$ cat src/rtl/store_bcd_monitor_pkg.sv
// Shared types and elaboration helpers for the store BCD monitor.
package store_mon_pkg;

   typedef enum logic [1:0] {S_IDLE, S_CONV, S_DONE} mon_state_t;

   // True when DIGITS decimal digits can hold the largest BITS-wide binary value.
   function automatic bit bcd_digits_ok(input int bits, input int digits);
      longint unsigned max_bin;
      longint unsigned lim;
      max_bin = (64'd1 << bits) - 64'd1;
      lim     = 64'd1;
      for (int i = 0; i < digits; i++) lim = lim * 64'd10;
      return lim > max_bin;
   endfunction

endpackage

$ cat src/rtl/store_bcd_monitor_if.sv
// Store port from the core plus the BCD/status results presented to the display side.
interface store_bcd_monitor_if #(
   parameter int DATA_WIDTH  = 32,
   parameter int ADDR_DIGITS = 4,
   parameter int VAL_DIGITS  = 4,
   parameter int CNT_W       = 16
);
   logic                     mem_write;
   logic [DATA_WIDTH-1:0]    data_addr;
   logic [DATA_WIDTH-1:0]    write_data;
   logic [4*ADDR_DIGITS-1:0] addr_bcd;
   logic [4*VAL_DIGITS-1:0]  val_bcd;
   logic                     upd_pulse;
   logic                     busy;
   logic                     pend_full;
   logic [CNT_W-1:0]         store_cnt;
   logic [CNT_W-1:0]         overrun_cnt;

   modport master (
      output mem_write, data_addr, write_data,
      input  addr_bcd, val_bcd, upd_pulse, busy, pend_full, store_cnt, overrun_cnt
   );

   modport slave (
      input  mem_write, data_addr, write_data,
      output addr_bcd, val_bcd, upd_pulse, busy, pend_full, store_cnt, overrun_cnt
   );
endinterface

$ cat src/rtl/store_bcd_monitor_bin2bcd.sv
// Sequential double-dabble converter: one add-3/shift per step, BITS steps per conversion.
module bin2bcd_seq #(
   parameter int BITS   = 10,
   parameter int DIGITS = 4
) (
   input  logic                clk,
   input  logic                reset,
   input  logic                load,
   input  logic [BITS-1:0]     bin,
   input  logic                step,
   output logic [4*DIGITS-1:0] bcd
);
   logic [BITS-1:0]     bin_q, bin_d;
   logic [4*DIGITS-1:0] bcd_q, bcd_d, adj;

   always_comb begin
      // NOTE: every variable gets a default before any branch, so no latch is inferred.
      adj   = bcd_q;
      bin_d = bin_q;
      bcd_d = bcd_q;
      for (int i = 0; i < DIGITS; i++) begin
         if (bcd_q[4*i +: 4] >= 4'd5) adj[4*i +: 4] = bcd_q[4*i +: 4] + 4'd3;
      end
      if (load) begin
         bin_d = bin;
         bcd_d = '0;
      end else if (step) begin
         bcd_d = {adj[4*DIGITS-2:0], bin_q[BITS-1]};
         bin_d = bin_q << 1;
      end
   end

   always_ff @(posedge clk or posedge reset) begin
      if (reset) begin
         bin_q <= '0;
         bcd_q <= '0;
      end else begin
         bin_q <= bin_d;
         bcd_q <= bcd_d;
      end
   end

   assign bcd = bcd_q;

endmodule

$ cat src/rtl/store_bcd_monitor.sv
// Watches core stores, converts address/value to BCD for the 7-segment decoders, buffers one store while busy.
module store_bcd_monitor
   import store_mon_pkg::*;
#(
   parameter int DATA_WIDTH  = 32,
   parameter int ADDR_BITS   = 10,
   parameter int VAL_BITS    = 10,
   parameter int ADDR_DIGITS = 4,
   parameter int VAL_DIGITS  = 4,
   parameter bit FILTER_EN   = 1'b0,
   parameter int WATCH_ADDR  = 96,
   parameter int CNT_W       = 16
) (
   input  logic                clk,
   input  logic                reset,
   store_bcd_monitor_if.slave  bus
);
   localparam int N  = (ADDR_BITS > VAL_BITS) ? ADDR_BITS : VAL_BITS;
   localparam int CW = $clog2(N + 1);

   if (!bcd_digits_ok(ADDR_BITS, ADDR_DIGITS)) begin : g_addr_digits_chk
      $error("ADDR_DIGITS too small for ADDR_BITS");
   end
   if (!bcd_digits_ok(VAL_BITS, VAL_DIGITS)) begin : g_val_digits_chk
      $error("VAL_DIGITS too small for VAL_BITS");
   end

   mon_state_t               state_q, state_d;
   logic [CW-1:0]            cnt_q, cnt_d;
   logic                     pend_full_q, pend_full_d;
   logic [N-1:0]             pend_addr_q, pend_addr_d, pend_val_q, pend_val_d;
   logic [4*ADDR_DIGITS-1:0] addr_bcd_q, eng_addr_bcd;
   logic [4*VAL_DIGITS-1:0]  val_bcd_q, eng_val_bcd;
   logic                     upd_q;
   logic [CNT_W-1:0]         store_cnt_q, store_cnt_d, overrun_cnt_q, overrun_cnt_d;

   logic         acc, addr_match, eng_load, eng_step, out_we, consume, overrun_inc;
   logic [N-1:0] cap_addr, cap_val, ld_addr, ld_val;

   assign addr_match = bus.data_addr[ADDR_BITS-1:0] == ADDR_BITS'(WATCH_ADDR);
   assign acc        = bus.mem_write && (!FILTER_EN || addr_match);
   assign cap_addr   = N'(bus.data_addr[ADDR_BITS-1:0]);
   assign cap_val    = N'(bus.write_data[VAL_BITS-1:0]);

   always_comb begin
      state_d     = state_q;
      cnt_d       = cnt_q;
      eng_load    = 1'b0;
      eng_step    = 1'b0;
      out_we      = 1'b0;
      consume     = 1'b0;
      ld_addr     = cap_addr;
      ld_val      = cap_val;
      unique case (state_q)
         S_IDLE: if (acc) begin
            eng_load = 1'b1;
            cnt_d    = '0;
            state_d  = S_CONV;
         end
         S_CONV: begin
            eng_step = 1'b1;
            cnt_d    = cnt_q + 1'b1;
            if (cnt_q == CW'(N - 1)) state_d = S_DONE;
         end
         S_DONE: begin
            out_we = 1'b1;
            if (pend_full_q) begin
               consume  = 1'b1;
               eng_load = 1'b1;
               ld_addr  = pend_addr_q;
               ld_val   = pend_val_q;
               cnt_d    = '0;
               state_d  = S_CONV;
            end else begin
               state_d = S_IDLE;
            end
         end
         default: state_d = S_IDLE;
      endcase

      // A store arriving while the engines are busy always wins the pending slot.
      pend_full_d = pend_full_q;
      pend_addr_d = pend_addr_q;
      pend_val_d  = pend_val_q;
      overrun_inc = 1'b0;
      if (acc && state_q != S_IDLE) begin
         pend_full_d = 1'b1;
         pend_addr_d = cap_addr;
         pend_val_d  = cap_val;
         overrun_inc = pend_full_q && !consume;
      end else if (consume) begin
         pend_full_d = 1'b0;
      end

      store_cnt_d   = (acc && store_cnt_q != '1) ? store_cnt_q + 1'b1 : store_cnt_q;
      overrun_cnt_d = (overrun_inc && overrun_cnt_q != '1) ? overrun_cnt_q + 1'b1 : overrun_cnt_q;
   end

   bin2bcd_seq #(.BITS(N), .DIGITS(ADDR_DIGITS)) u_addr_conv (
      .clk(clk), .reset(reset), .load(eng_load), .bin(ld_addr), .step(eng_step), .bcd(eng_addr_bcd)
   );

   bin2bcd_seq #(.BITS(N), .DIGITS(VAL_DIGITS)) u_val_conv (
      .clk(clk), .reset(reset), .load(eng_load), .bin(ld_val), .step(eng_step), .bcd(eng_val_bcd)
   );

   always_ff @(posedge clk or posedge reset) begin
      if (reset) begin
         // NOTE: non-blocking assignments throughout, and the pending buffer is cleared like any other state.
         state_q       <= S_IDLE;
         cnt_q         <= '0;
         pend_full_q   <= 1'b0;
         pend_addr_q   <= '0;
         pend_val_q    <= '0;
         addr_bcd_q    <= '0;
         val_bcd_q     <= '0;
         upd_q         <= 1'b0;
         store_cnt_q   <= '0;
         overrun_cnt_q <= '0;
      end else begin
         state_q       <= state_d;
         cnt_q         <= cnt_d;
         pend_full_q   <= pend_full_d;
         pend_addr_q   <= pend_addr_d;
         pend_val_q    <= pend_val_d;
         upd_q         <= out_we;
         store_cnt_q   <= store_cnt_d;
         overrun_cnt_q <= overrun_cnt_d;
         if (out_we) begin
            addr_bcd_q <= eng_addr_bcd;
            val_bcd_q  <= eng_val_bcd;
         end
      end
   end

   assign bus.addr_bcd    = addr_bcd_q;
   assign bus.val_bcd     = val_bcd_q;
   assign bus.upd_pulse   = upd_q;
   assign bus.busy        = state_q != S_IDLE;
   assign bus.pend_full   = pend_full_q;
   assign bus.store_cnt   = store_cnt_q;
   assign bus.overrun_cnt = overrun_cnt_q;

endmodule

$ cat src/flat_wrapper.sv
// flat-port wrapper written by rule: the top's interface ports become plain ports
module store_bcd_monitor_flat import store_mon_pkg::*;
#(
   parameter int DATA_WIDTH  = 32,
   parameter int ADDR_BITS   = 10,
   parameter int VAL_BITS    = 10,
   parameter int ADDR_DIGITS = 4,
   parameter int VAL_DIGITS  = 4,
   parameter bit FILTER_EN   = 1'b0,
   parameter int WATCH_ADDR  = 96,
   parameter int CNT_W       = 16
)
  (clk, reset, bus_mem_write, bus_data_addr, bus_write_data, bus_addr_bcd, bus_val_bcd, bus_upd_pulse, bus_busy, bus_pend_full, bus_store_cnt, bus_overrun_cnt);
  store_bcd_monitor_if #(.DATA_WIDTH(DATA_WIDTH), .ADDR_DIGITS(ADDR_DIGITS), .VAL_DIGITS(VAL_DIGITS), .CNT_W(CNT_W)) bus_i ();
  input  logic clk;
  input  logic reset;
  input wire logic [$bits(bus_i.mem_write)-1:0] bus_mem_write;
  input wire logic [$bits(bus_i.data_addr)-1:0] bus_data_addr;
  input wire logic [$bits(bus_i.write_data)-1:0] bus_write_data;
  output wire logic [$bits(bus_i.addr_bcd)-1:0] bus_addr_bcd;
  output wire logic [$bits(bus_i.val_bcd)-1:0] bus_val_bcd;
  output wire logic [$bits(bus_i.upd_pulse)-1:0] bus_upd_pulse;
  output wire logic [$bits(bus_i.busy)-1:0] bus_busy;
  output wire logic [$bits(bus_i.pend_full)-1:0] bus_pend_full;
  output wire logic [$bits(bus_i.store_cnt)-1:0] bus_store_cnt;
  output wire logic [$bits(bus_i.overrun_cnt)-1:0] bus_overrun_cnt;
  assign bus_i.mem_write = bus_mem_write;
  assign bus_i.data_addr = bus_data_addr;
  assign bus_i.write_data = bus_write_data;
  assign bus_addr_bcd = bus_i.addr_bcd;
  assign bus_val_bcd = bus_i.val_bcd;
  assign bus_upd_pulse = bus_i.upd_pulse;
  assign bus_busy = bus_i.busy;
  assign bus_pend_full = bus_i.pend_full;
  assign bus_store_cnt = bus_i.store_cnt;
  assign bus_overrun_cnt = bus_i.overrun_cnt;
  store_bcd_monitor #(.DATA_WIDTH(DATA_WIDTH), .ADDR_BITS(ADDR_BITS), .VAL_BITS(VAL_BITS), .ADDR_DIGITS(ADDR_DIGITS), .VAL_DIGITS(VAL_DIGITS), .FILTER_EN(FILTER_EN), .WATCH_ADDR(WATCH_ADDR), .CNT_W(CNT_W)) u_core (.clk(clk), .reset(reset), .bus(bus_i));
endmodule
$ cat config.mk
export PLATFORM = sky130hd
export DESIGN_NAME = store_bcd_monitor_flat
export DESIGN_NICKNAME = d
export VERILOG_FILES = /design/src/rtl/store_bcd_monitor_pkg.sv /design/src/rtl/store_bcd_monitor_if.sv /design/src/rtl/store_bcd_monitor_bin2bcd.sv /design/src/rtl/store_bcd_monitor.sv /design/src/flat_wrapper.sv
export SDC_FILE = /design/constraint.sdc
export NUM_CORES = 1
export LEC_CHECK = 0
export ABC_AREA = 1
export ABC_CLOCK_PERIOD_IN_PS = 4000
export BUFFER_PORTS_ARGS = -buffer_cell sky130_fd_sc_hd__buf_4
export CAP_MARGIN = 10
export CELL_PAD_IN_SITES_DETAIL_PLACEMENT = 0
export CELL_PAD_IN_SITES_GLOBAL_PLACEMENT = 1
export CORE_MARGIN = 2
export CORE_UTILIZATION = 42
export CTS_BUF_LIST = sky130_fd_sc_hd__clkbuf_4
export DETAILED_ROUTE_END_ITERATION = 10
export GPL_TIMING_DRIVEN = 0
export PLACE_DENSITY_LB_ADDON = 0.1
export SYNTH_ARGS = -nofsm -noshare
export SYNTH_HDL_FRONTEND = slang
export SYNTH_HIERARCHICAL = 1
export SYNTH_SLANG_ARGS = --single-unit
$ cat constraint.sdc
create_clock -name clk -period 4 [get_ports clk]
set_input_delay 0.8 -clock clk [delete_from_list [all_inputs] [get_ports clk]]
set_output_delay 0.8 -clock clk [all_outputs]
set_load 0.005 [all_outputs]
## Word-level counts from Yosys, hierarchy flattened

Cells that the tools add are included.

| cells by class | value |
|---|---|
| eq/ne operators | 8 |
| reductions and logical operators | 12 |
| $add $sub $neg | 11 |
| magnitude comparators | 8 |
| muxes and demuxes | 36 |

Operator list:

| kind | count |
|---|---|
| $mux 10 | 8 |
| $mux 16 | 4 |
| $add 16x1->16 const B | 2 |
| $ge 4x3->1 const B | 8 |
| $mux 4 | 8 |
| $ne 16x16->1 const B | 2 |
| $add 4x2->4 const B | 6 |
| $pmux 4 s3 | 1 |
| $mux 1 | 9 |
| $add 3x2->3 const B | 2 |
| $mux 3 | 2 |
| $pmux 2 s3 | 1 |
| $reduce_bool 2->1 | 3 |
| $add 4x1->4 const B | 1 |
| $eq 4x4->1 const B | 1 |
| $logic_and 1x1->1 | 4 |
| $mux 2 | 2 |
| $ne 2x1->1 const B | 2 |
| $reduce_and 3->1 | 1 |
| $reduce_bool 3->1 | 1 |
| $eq 2x1->1 const B | 1 |
| $eq 2x2->1 const B | 1 |
| $logic_not 2->1 | 1 |
| $ne 2x2->1 const B | 1 |
| other kinds (3) | 3 |

| storage, ports and cells | value |
|---|---|
| output and inout port bits | 67 |
| register bits | 144 |

## Logic depth before layout (Yosys ltp)

| depth | value |
|---|---|
| depth after elaboration | 6 |
| depth in mapped cells | 10 |
| gate-level depth less buffers | 9 |

## Cells and area by module

The synthesis kept the hierarchy.

Modules (own cells, without submodules):

| module | area each (sq um) | times used | cells each |
|---|---|---|---|
| store_bcd_monitor | 4504.3 | 1 | 587 |
| bin2bcd_seq | 1440.1 | 2 | 179 |

## Least setup slack after synthesis

No wires, ideal clock.

| timing path | value |
|---|---|
| path kind | input to register |
| start point | in bus_mem_write |
| end point | reg u_core.u_addr_conv.bin_q[4] |
| stages | 8 |
| setup time | 0.130 ns |
| data arrival time | 1.979 ns |
| buffers on the path | 1 |
| path slack | 1.891 ns |
| cell sequence | inv_2 -> o21ai_0 -> inv_2 -> nand2_4 -> inv_4 -> buf_6 -> nand2_1 -> o211ai_1 |

| on the way | value |
|---|---|
| word-level cells in the longest chain between the ends | 3 |
| elaborated cells on any way between the ends | 4 |

RTL lines:

| element | RTL line | text |
|---|---|---|
| from (decl) | flat_wrapper.sv:17 | `input wire logic [$bits(bus_i.mem_write)-1:0] bus_mem_write;` |
| $mux 1 * | store_bcd_monitor.sv:55 | `S_IDLE: if (acc) begin` |
| $pmux 1 s2 * | store_bcd_monitor.sv:54 | `unique case (state_q)` |
| via u_core.eng_load | store_bcd_monitor.sv:37 | `logic acc, addr_match, eng_load, eng_step, out_we, consume, overrun_inc;` |
| $mux 10 or $reduce_bool 2->1 (tied branches) | - |  |
| to (signal assigned) | store_bcd_monitor_bin2bcd.sv:38 | `bin_q <= bin_d;` |
| to (decl) | store_bcd_monitor_bin2bcd.sv:13 | `logic [BITS-1:0] bin_q, bin_d;` |

Mark *: on every way through the listed nets, which the timed path passes. The rest lies on a longest branch.
A chain may end at the register's enable or synchronous reset.

## Final worst setup path

| timing path | value |
|---|---|
| start point | reg u_core.state_q[0] |
| end point | reg u_core.u_addr_conv.bin_q[6] |

| on the way | value |
|---|---|
| word-level cells in the longest chain between the ends | 3 |
| elaborated cells on any way between the ends | 8 |

RTL lines:

| element | RTL line | text |
|---|---|---|
| from (decl) | store_bcd_monitor.sv:28 | `mon_state_t state_q, state_d;` |
| from (signal assigned) | store_bcd_monitor.sv:121 | `state_q <= state_d;` |
| $eq 2x2->1 or $logic_not 2->1 (tied branches) | store_bcd_monitor.sv:54 |  |
| $pmux 1 s2 * | store_bcd_monitor.sv:54 |  |
| via u_core.eng_load | store_bcd_monitor.sv:37 |  |
| $mux 10 or $reduce_bool 2->1 (tied branches) | - |  |

Marks and branches as above.

==> flow_summary.json <==
{
  "report.final.slew_viol_count": 0,
  "drv_cap": 0,
  "fp.dieW_um": 136.6,
  "cts_root_buf": "clkbuf_4",
  "vias": 6330,
  "fin_crit_sh_pct": 61.02,
  "status": "finished, final reports clean",
  "synthMuxAreaShare_pct": 0,
  "route.detailed.drc": 0,
  "yosysWarnings": 6,
  "synth_top_cell_area_share_pct": 48.80,
  "wl_um": 17550,
  "ir_drop_mv": 0.2830,
  "synth_compound_area_share_pct": 9.200,
  "synthAdderAreaFrac_pct": 3.389,
  "grt_max_degree": 48,
  "fp-row-count": 48,
  "critPathRequiredTime_ns": 4.41,
  "setup.worst_path.end_class": "flip-flop",
  "synth_top_family_by_area": "simple AND/OR/NAND/NOR gates",
  "rsz0062_at_grt": "no",
  "cts_tree": "built",
  "nNetsFinal": 1141,
  "pin_count": 134,
  "routed-wl-met3_um": 654,
  "synthMostInstantiatedCell": "nand2_1",
  "dieArea_um2": 18660,
  "path_class": "flip-flop to flip-flop",
  "maxSlewHeadroom_pct": 22.32,
  "worst_pin_slew_ns": 1.153,
  "fin_skew_ns": 0.02331,
  "setup_viol": 0,
  "grt_pass1_vias": 6030,
  "fmax_ghz": 0.4097,
  "holdBufCountCts": 0,
  "top_layer": "met4",
  "overflow": 0,
  "antenna_found_initial": 1,
  "final_core_util_pct": 50.21,
  "hold_ws_ns": 0.3654,
  "critPathArrivalTime_ns": 2.85,
  "synth_seq_cells": 144,
  "seq_area_frac_synth_pct": 48.80,
  "grtUsageTotal_pct": 19.97,
  "synthArstFlopShare_pct": 100.0,
  "cts_htree_levels": 4,
  "m1WireLength_um": 8258,
  "post-cts-setup-buffer-count": 0,
  "synthCells": 945,
  "area_delta_synth_final_pct": 17.20,
  "clk-insertion-delay-late_ns": 0.55,
  "wl_per_cell_um": 13.57,
  "synth_common_cells": "nand2_1 (375), dfrtp_1 (144), inv_1 (100)",
  "synth_ff_type": "dfrtp_1",
  "path_max_fanout": 10,
  "cts_buffer_depth": 2,
  "place_inst": 1260,
  "synthXorXnorAreaFrac_pct": 1.660,
  "crit_path_start_kind": "flip-flop",
  "synthesis.nets": 1032,
  "clock_sinks": 144,
  "routed_via_density": 4.896,
  "timing.hold.worst.class": "input pin to async pin",
  "drtPass1Iterations": 6,
  "yosys.cell_types.count": 33,
  "synth_area_um2": 7385,
  "syn_area_per_cell_um2": 7.814,
  "cts_buffers": 17,
  "coreArea_um2": 17240,
  "met2_length_um": 8350,
  "synthSimpleGateAreaFrac_pct": 29.30,
  "cts_resized": 0,
  "final_antenna_net_count": 0,
  "yosysTopAreaCell": "dfrtp_1",
  "p_leak_uw": 0.004470,
  "synth_edf_count": 0,
  "ys_top_cells_by_area": "dfrtp_1 (49%), nand2_1 (19%), inv_1 (5.1%)",
  "grt_pass1_wl_um": 29420,
  "dp_hpwl_um": 12390,
  "drive_gt1_share_pct": 14.62,
  "clk_pin_slew_ns": 0.11,
  "fin_cells": 1293,
  "globalplace.congestion": 0.7943,
  "pwr_density_cell_nw_per_um2": 616.7,
  "min_period_ns": 2.441,
  "start_util_pct": 42.84,
  "fp.dieH_um": 136.6,
  "io_buffers": 89,
  "dr.first_iter.drc_count": 401,
  "hold_viol_final": 0
}
## flip-flops by register name, summed over array words and instances, names as in the netlist, 2 cells and up
signal / flops
u_core/u_addr_conv/bcd: 16
u_core/bus.store_cnt: 16
u_core/state_q: 2
u_core/cnt_q: 4
u_core/pend_val_q: 10
u_core/bus.addr_bcd: 16
u_core/bus.val_bcd: 16
u_core/u_addr_conv/bin_q: 10
u_core/u_val_conv/bcd: 16
u_core/pend_addr_q: 10
u_core/u_val_conv/bin_q: 10
u_core/bus.overrun_cnt: 16
## critical path, stage by stage (launching register included)
cell      delay [ns]
dfrtp_1         0.42
nor2_2          0.41
nand2_1         0.31
o21ai_0         0.52
inv_2           0.09
nand2_4         0.17
inv_4           0.08
buf_6           0.15
nand2_1         0.06
o211ai_1        0.10
## area by class of cell
type                       count  area [um2]
fill                        1744        8582
sequential                   144        3603
multi-input combinational    667        3216
timing repair buffer          90       695.7
inverter                     109       416.7
tap                          225       281.5
buffer                        25       151.4
clock inverter                13       145.1
clock buffer                  19       142.6
antenna                        1       2.502
## report_power, final
part	internal (uW)	switching, uW	leakage [uW]	total, uW
combinational	861	1190	0.00246	2060
clock	438	525	0.000156	962
sequential	1930	390	0.00186	2320
total	3230	2110	0.00447	5340
## cell families (layout without fill, tap and decap cells)
group,Yosys count,after routing
DFF,144,144
xor gates and xnor gates,14,14
and+or+nand+nor,518,518
AOI/OAI and AO/OA,115,115
buffers and inverters,134,256
adders and majority gates,20,20
other,0,1
## metal layers
| metal | vias to the layer above | track usage (%) |
|---|---|---|
| met5 | - | 0 |
| met3 | 20 | 3.519 |
| met4 | 0 | 6.944 |
| met2 | 108 | 32.97 |
| met1 | 2975 | 26.44 |
| li1 | 3227 | - |
## final timing paths
path,startpoint,to,slack [ns],cells past startpoint
setup / recovery,u_core/state_q[0],u_core/u_addr_conv/bin_q[6],1.56,9
hold / removal,reset,u_core/bus.val_bcd[12],0.37,2
setup reg to reg,u_core/state_q[0],u_core/u_addr_conv/bin_q[6],1.56,9
hold reg to reg,u_core/bus.val_bcd[3],u_core/bus.val_bcd[3],0.48,2
max in group asynchronous,reset,u_core/u_addr_conv/bcd[12],2.80,2
min in group clk,bus_data_addr[0],u_core/pend_addr_q[0],0.47,3
## stage by stage
stage / power (uW) / TNS, ns / setup WS, ns / cell area (um2)
global placement: 4398 / -66.28 / -0.7273 / 8334
global route: 5847 / 0 / 1.279 / 8655
detailed placement: 4424 / 0 / 1.339 / 8364
finish: 5338 / 0 / 1.559 / 8655
floorplan: 3676 / 0 / 0.8080 / 7385
CTS: 5405 / 0 / 1.499 / 8652
## cell usage in the layout, fill, tap and decap left out, drive strengths merged
cell	n
bufinv	3
nand3	50
xor2	7
clkinv	9
o211ai	4
a22oi	4
nand3b	5
diode	1
o22ai	11
o221ai	10
nand2	378
ha	20
o21bai	6
xnor2	7
nor2	59
buf	102
nand4	26
inv	109
clkinvlp	1
clkbuf	32
dfrtp	144
a21o	1
o21ai	60
a21oi	19
Note: power is estimated with default switching activity, not from simulation.
